File: src/rtl/excess3_pkg.sv
// Shared Excess-3 constants and FSM state encoding for the BCD<->Excess-3 encoder/decoder pair.
// Both directions use the same offsets, so a change here keeps the pair consistent.
package excess3_pkg;

  localparam logic [3:0] E3_OFFSET   = 4'd3;
  localparam logic [3:0] E3_MIN      = 4'd3;
  localparam logic [3:0] E3_MAX      = 4'd12;
  localparam logic [3:0] BCD_INVALID = 4'hF;

  typedef enum logic [1:0] {
    IDLE = 2'd0,
    CONV = 2'd1,
    DONE = 2'd2
  } state_t;

  function automatic logic e3_is_legal(input logic [3:0] e_d);
    return (e_d >= E3_MIN) && (e_d <= E3_MAX);
  endfunction

  function automatic logic [3:0] e3_decode(input logic [3:0] e_d);
    return e3_is_legal(e_d) ? (e_d - E3_OFFSET) : BCD_INVALID;
  endfunction

endpackage

File: src/rtl/excess3_to_bcd_ser_if.sv
// Handshake bundle for the serial Excess-3 -> BCD decoder: input word channel and result channel.
// master = producer/consumer side, slave = decoder side.
interface excess3_to_bcd_ser_if #(
  parameter int DIGITS = 4
);

  logic                  in_valid;
  logic                  in_ready;
  logic [4*DIGITS-1:0]   e;
  logic                  out_valid;
  logic                  out_ready;
  logic [4*DIGITS-1:0]   b;
  logic [DIGITS-1:0]     err_mask;
  logic                  err;

  modport master (
    output in_valid, e, out_ready,
    input  in_ready, out_valid, b, err_mask, err
  );

  modport slave (
    input  in_valid, e, out_ready,
    output in_ready, out_valid, b, err_mask, err
  );

endinterface

File: src/rtl/excess3_digit_dec.sv
// Single-digit Excess-3 -> BCD decode, purely combinational (zero latency, no backpressure).
// Codes outside 3..12 map to 4'hF and raise invalid.
module excess3_digit_dec
  import excess3_pkg::*;
(
  input  logic [3:0] e_d,
  output logic [3:0] b_d,
  output logic       invalid
);

  assign invalid = ~e3_is_legal(e_d);
  assign b_d     = e3_decode(e_d);

endmodule

File: src/rtl/excess3_to_bcd_ser.sv
// Serial Excess-3 -> BCD word decoder, one digit per clock LSD first; result valid DIGITS cycles after accept.
// Backpressure: the result is held in DONE until out_ready; no new word is accepted until the cycle after.
module excess3_to_bcd_ser
  import excess3_pkg::*;
#(
  parameter int DIGITS = 4
) (
  input  logic                 clk,
  input  logic                 rst,
  excess3_to_bcd_ser_if.slave  io
);

  localparam int              CNT_W    = (DIGITS > 1) ? $clog2(DIGITS) : 1;
  localparam logic [CNT_W-1:0] LAST_CNT = CNT_W'(DIGITS - 1);

  state_t                state;
  logic [CNT_W-1:0]      cnt;
  logic [4*DIGITS-1:0]   cap;
  logic [4*DIGITS-1:0]   b_r;
  logic [DIGITS-1:0]     mask_r;
  logic                  out_valid_r;

  logic [3:0]            cur_e;
  logic [3:0]            cur_b;
  logic                  cur_inv;

  // One shared decoder; the counter walks it across the captured word.
  assign cur_e = cap[4*cnt +: 4];

  excess3_digit_dec u_dec (
    .e_d     (cur_e),
    .b_d     (cur_b),
    .invalid (cur_inv)
  );

  always_ff @(posedge clk) begin
    if (rst) begin
      state       <= IDLE;
      cnt         <= '0;
      cap         <= '0;
      b_r         <= '0;
      mask_r      <= '0;
      out_valid_r <= 1'b0;
    end else begin
      case (state)
        IDLE: begin
          if (io.in_valid) begin
            cap    <= io.e;
            b_r    <= '0;
            mask_r <= '0;
            cnt    <= '0;
            state  <= CONV;
          end
        end
        CONV: begin
          b_r[4*cnt +: 4] <= cur_b;
          mask_r[cnt]     <= cur_inv;
          if (cnt == LAST_CNT) begin
            cnt         <= '0;
            out_valid_r <= 1'b1;
            state       <= DONE;
          end else begin
            cnt <= cnt + 1'b1;
          end
        end
        DONE: begin
          if (io.out_ready) begin
            out_valid_r <= 1'b0;
            state       <= IDLE;
          end
        end
        default: begin
          out_valid_r <= 1'b0;
          state       <= IDLE;
        end
      endcase
    end
  end

  assign io.in_ready  = (state == IDLE) & ~rst;
  assign io.out_valid = out_valid_r;
  assign io.b         = b_r;
  assign io.err_mask  = mask_r;
  assign io.err       = |mask_r;

endmodule
File: src/flat_wrapper.sv
// flat-port wrapper written by rule: the top's interface ports become plain ports
module excess3_to_bcd_ser_flat import excess3_pkg::*;
#(
  parameter int DIGITS = 4
)
  (clk, rst, io_in_valid, io_e, io_out_ready, io_in_ready, io_out_valid, io_b, io_err_mask, io_err);
  excess3_to_bcd_ser_if #(.DIGITS(DIGITS)) io_i ();
  input  logic clk;
  input  logic rst;
  input wire logic [$bits(io_i.in_valid)-1:0] io_in_valid;
  input wire logic [$bits(io_i.e)-1:0] io_e;
  input wire logic [$bits(io_i.out_ready)-1:0] io_out_ready;
  output wire logic [$bits(io_i.in_ready)-1:0] io_in_ready;
  output wire logic [$bits(io_i.out_valid)-1:0] io_out_valid;
  output wire logic [$bits(io_i.b)-1:0] io_b;
  output wire logic [$bits(io_i.err_mask)-1:0] io_err_mask;
  output wire logic [$bits(io_i.err)-1:0] io_err;
  assign io_i.in_valid = io_in_valid;
  assign io_i.e = io_e;
  assign io_i.out_ready = io_out_ready;
  assign io_in_ready = io_i.in_ready;
  assign io_out_valid = io_i.out_valid;
  assign io_b = io_i.b;
  assign io_err_mask = io_i.err_mask;
  assign io_err = io_i.err;
  excess3_to_bcd_ser #(.DIGITS(DIGITS)) u_core (.clk(clk), .rst(rst), .io(io_i));
endmodule
File: config.mk
export PLATFORM = sky130hd
export DESIGN_NAME = excess3_to_bcd_ser_flat
export DESIGN_NICKNAME = d
export VERILOG_FILES = /design/src/rtl/excess3_pkg.sv /design/src/rtl/excess3_to_bcd_ser_if.sv /design/src/rtl/excess3_digit_dec.sv /design/src/rtl/excess3_to_bcd_ser.sv /design/src/flat_wrapper.sv
export SDC_FILE = /design/constraint.sdc
export NUM_CORES = 1
export LEC_CHECK = 0
export ABC_AREA = 0
export CORE_AREA = 2 2 83 85
export DETAILED_ROUTE_END_ITERATION = 10
export DIE_AREA = 0 0 85 87
export PLACE_DENSITY_LB_ADDON = 0.08
export SYNTH_ARGS = -nofsm -noshare
export SYNTH_HDL_FRONTEND = slang
export SYNTH_SLANG_ARGS = --single-unit
File: constraint.sdc
create_clock -name clk -period 3.23 [get_ports clk]
set_input_delay 0.969 -clock clk [delete_from_list [all_inputs] [get_ports clk]]
set_output_delay 0.969 -clock clk [all_outputs]
set_load 0.02 [all_outputs]
==> results.sh <==
export IMPL_synth_top_area_share=0.4293
export IMPL_dpl_hpwl_um=3353
export IMPL_drc=0
export IMPL_totalNegativeSetupSlack_ns=0
export IMPL_post_place_ws_ns=0.005548
export IMPL_cts_buffers=5
export IMPL_grt_overflow=0
export IMPL_die_w_um=85
export IMPL_nets=286
export IMPL_seq_area_frac_synth=0.4293
export IMPL_ys_flop_type="dfxtp_1"
export IMPL_drtIter0Drc=76
export IMPL_hp_class="reg2reg"
export IMPL_required_ns=2.26
export IMPL_synth_top_cell_by_area="dfxtp_1"
export IMPL_grt_pass1_wl_um=7817
export IMPL_cts_tree="done"
export IMPL_final_common_cell="nand2_1"
export IMPL_path_clk_slew_ns=0.08
export IMPL_status="finished clean"
export IMPL_peakVddDrop_mv=0.2212
export IMPL_slew_headroom=0.5807
export IMPL_yosys_top_cells_area="dfxtp_1 (43%), nand2_1 (11%), a21oi_1 (7.9%)"
export IMPL_min_delay_start="u_core.io.b[9]"
export IMPL_grt_pass1_vias=1601
export IMPL_min_path_cells=2
export IMPL_io_pins=43
export IMPL_crit_type="in2out"
export IMPL_setup_viol=0
export IMPL_startpoint_type="input pin"
export IMPL_tightest_slew_ns=0.6275
export IMPL_antenna_cells=0
export IMPL_ys_warn_count=0
export IMPL_viasPerCell=4.789
export IMPL_crit_path_max_fanout=2
export IMPL_power_density_mw_per_mm2=453.7
export IMPL_dieArea_mm2=0.007395
export IMPL_numPlacedInstances=333
export IMPL_ys_types=35
export IMPL_fin_ws_ns=0.3181
export IMPL_start_util=0.2910
export IMPL_cts_max_path_buffers=2
export IMPL_timing_hold_ws_ns=0.4500
export IMPL_postCtsSetupBuffers=0
export IMPL_r2r_end="u_core.io.err_mask[0]"
export IMPL_p_leak_nw=0.9188
export IMPL_synth_area_mm2=0.001912
export IMPL_synth_seq_cells=41
export IMPL_r2r_setup_slack_ns=1.06
export IMPL_track_usage=0.1366
export IMPL_r2r_start="u_core.cnt[0]"
export IMPL_reg2regPathDepth=5
export IMPL_fp_dieH_um=87
export IMPL_drt_antenna_violating_nets=0
export IMPL_worst_clock_skew_ns=0.006101
export IMPL_drt_wl_total_um=4569
export IMPL_worstSetupEndpointType="output port"
export IMPL_h_tree_depth=2
export IMPL_final_cell_mix="nand2_1 (54), clkdlybuf4s50_1 (41), dfxtp_1 (41)"
export IMPL_gp_congestion=0.8083
export IMPL_min_to="u_core.io.b[9]"
export IMPL_fmax_mhz=343.4
export IMPL_critPathArrivalTime_ns=1.94
export IMPL_cts_root_buf="clkbuf_8"
export IMPL_synth_cells=220
export IMPL_clock_latency_ns=0.30
export IMPL_antenna_found_initial=0
export IMPL_fin_cells=341
export IMPL_vias=1633
export IMPL_maxCapViolations=0
export IMPL_synth_area_per_cell_um2=8.690
export IMPL_synth_edff_count=0
export IMPL_maxSlewViolCount=0
export IMPL_drive_above_1_share=0.08812
export IMPL_wl_per_cell_um=13.40
export IMPL_rows=30
export IMPL_finalWorstPathRequiredPeriod_ns=2.912
export IMPL_ys_async_sr_fraction=0
export IMPL_grt_max_degree=35
export IMPL_rsz0062_at_grt="false"
export IMPL_cts_sinks=41
export IMPL_first_pass_iters=4
export IMPL_coreArea_mm2=0.006569
export IMPL_hold_viol=0
export IMPL_area_delta_synth_final_pct=31.87
export IMPL_period_share=0.9015
export IMPL_port_buffers=42
export IMPL_synth_nets=246
-- sequential cells by signal (all words and copies together), names as in the netlist --
register,flops
u_core.io.err_mask,4
u_core.state,2
u_core.io.out_valid,1
u_core.io.b,16
u_core.cnt,2
u_core.cap,16
-- worst max-delay path: stages --
cell             delay, ns
clkdlybuf4s50_1       0.48
nor3_1                0.14
dlygate4sd2_1         0.35
-- logic make-up (layout without fill, tap and decap cells) --
logic type | count (synthesis) | in the layout | synth area share
and+or+nand+nor | 82 | 82 | 0.2107
AOI/OAI and AO/OA | 63 | 63 | 0.2035
DFF | 41 | 41 | 0.4293
buffers and inverters | 22 | 63 | 0.05367
adders and majority gates | 6 | 6 | 0.03927
muxes | 6 | 6 | 0.06348
-- power by group --
part | internal [mW] | total (mW) | switching, mW
clock network | 0.251 | 0.433 | 0.181
logic | 0.0777 | 0.173 | 0.0950
registers | 0.525 | 0.538 | 0.0136
-- layout make-up --
type                    instances  area [µm²]
repair buffers                 47       456.7
multi-input cells             157       993.5
well taps                      80       100.1
flip-flops and latches         41       820.8
fillers                       691        4048
inverters                       8       30.03
clock inverters                 2       37.54
clock buffers                   6       82.58
-- stage by stage --
step	util	instance area (µm²)	total power, mW
after CTS	0.3838	2521	1.159
final	0.3838	2521	1.144
after global placement	0.3657	2402	0.7257
after detailed placement	0.3657	2402	0.7258
after floorplan	-	1912	0.6565
after global routing	0.3838	2521	1.205
-- synth_stat cells (4+ instances only) --
cell type,n
o21ai_1,8
dfxtp_1,41
ha_1,6
inv_1,8
nand2_1,54
nor2_1,7
clkbuf_1,8
nand3_1,4
a211oi_1,4
o21ai_0,5
a21oi_1,30
buf_2,4
-- per-layer routing --
| layer | global-route usage | routed length [µm] |
|---|---|---|
| met2 | 0.2109 | 1983 |
| met3 | 0.02844 | 150 |
| met5 | 0 | 0 |
| met1 | 0.1862 | 2352 |
| met4 | 0.05628 | 82 |
-- worst max path at each step --
stage	start	end	slack, ns	depth (start not counted)
5_1_grt	rst	io_in_ready	0.26	3
2_1_floorplan	rst	io_in_ready	0.47	3
3_5_place_dp	rst	io_in_ready	0.006	3
4_1_cts	rst	io_in_ready	0.28	3
3_3_place_gp	rst	io_in_ready	-0.01	3
6_report	rst	io_in_ready	0.32	3
-- what timing repair did --
item / 4_1_cts / 5_1_grt
endpoints found under the hold margin: 0 / 0
hold buffers: 0 / 0
setup endpoints to repair: 1 / 0
resized for setup: 1 / 0
(Power assumes the default switching activity.)
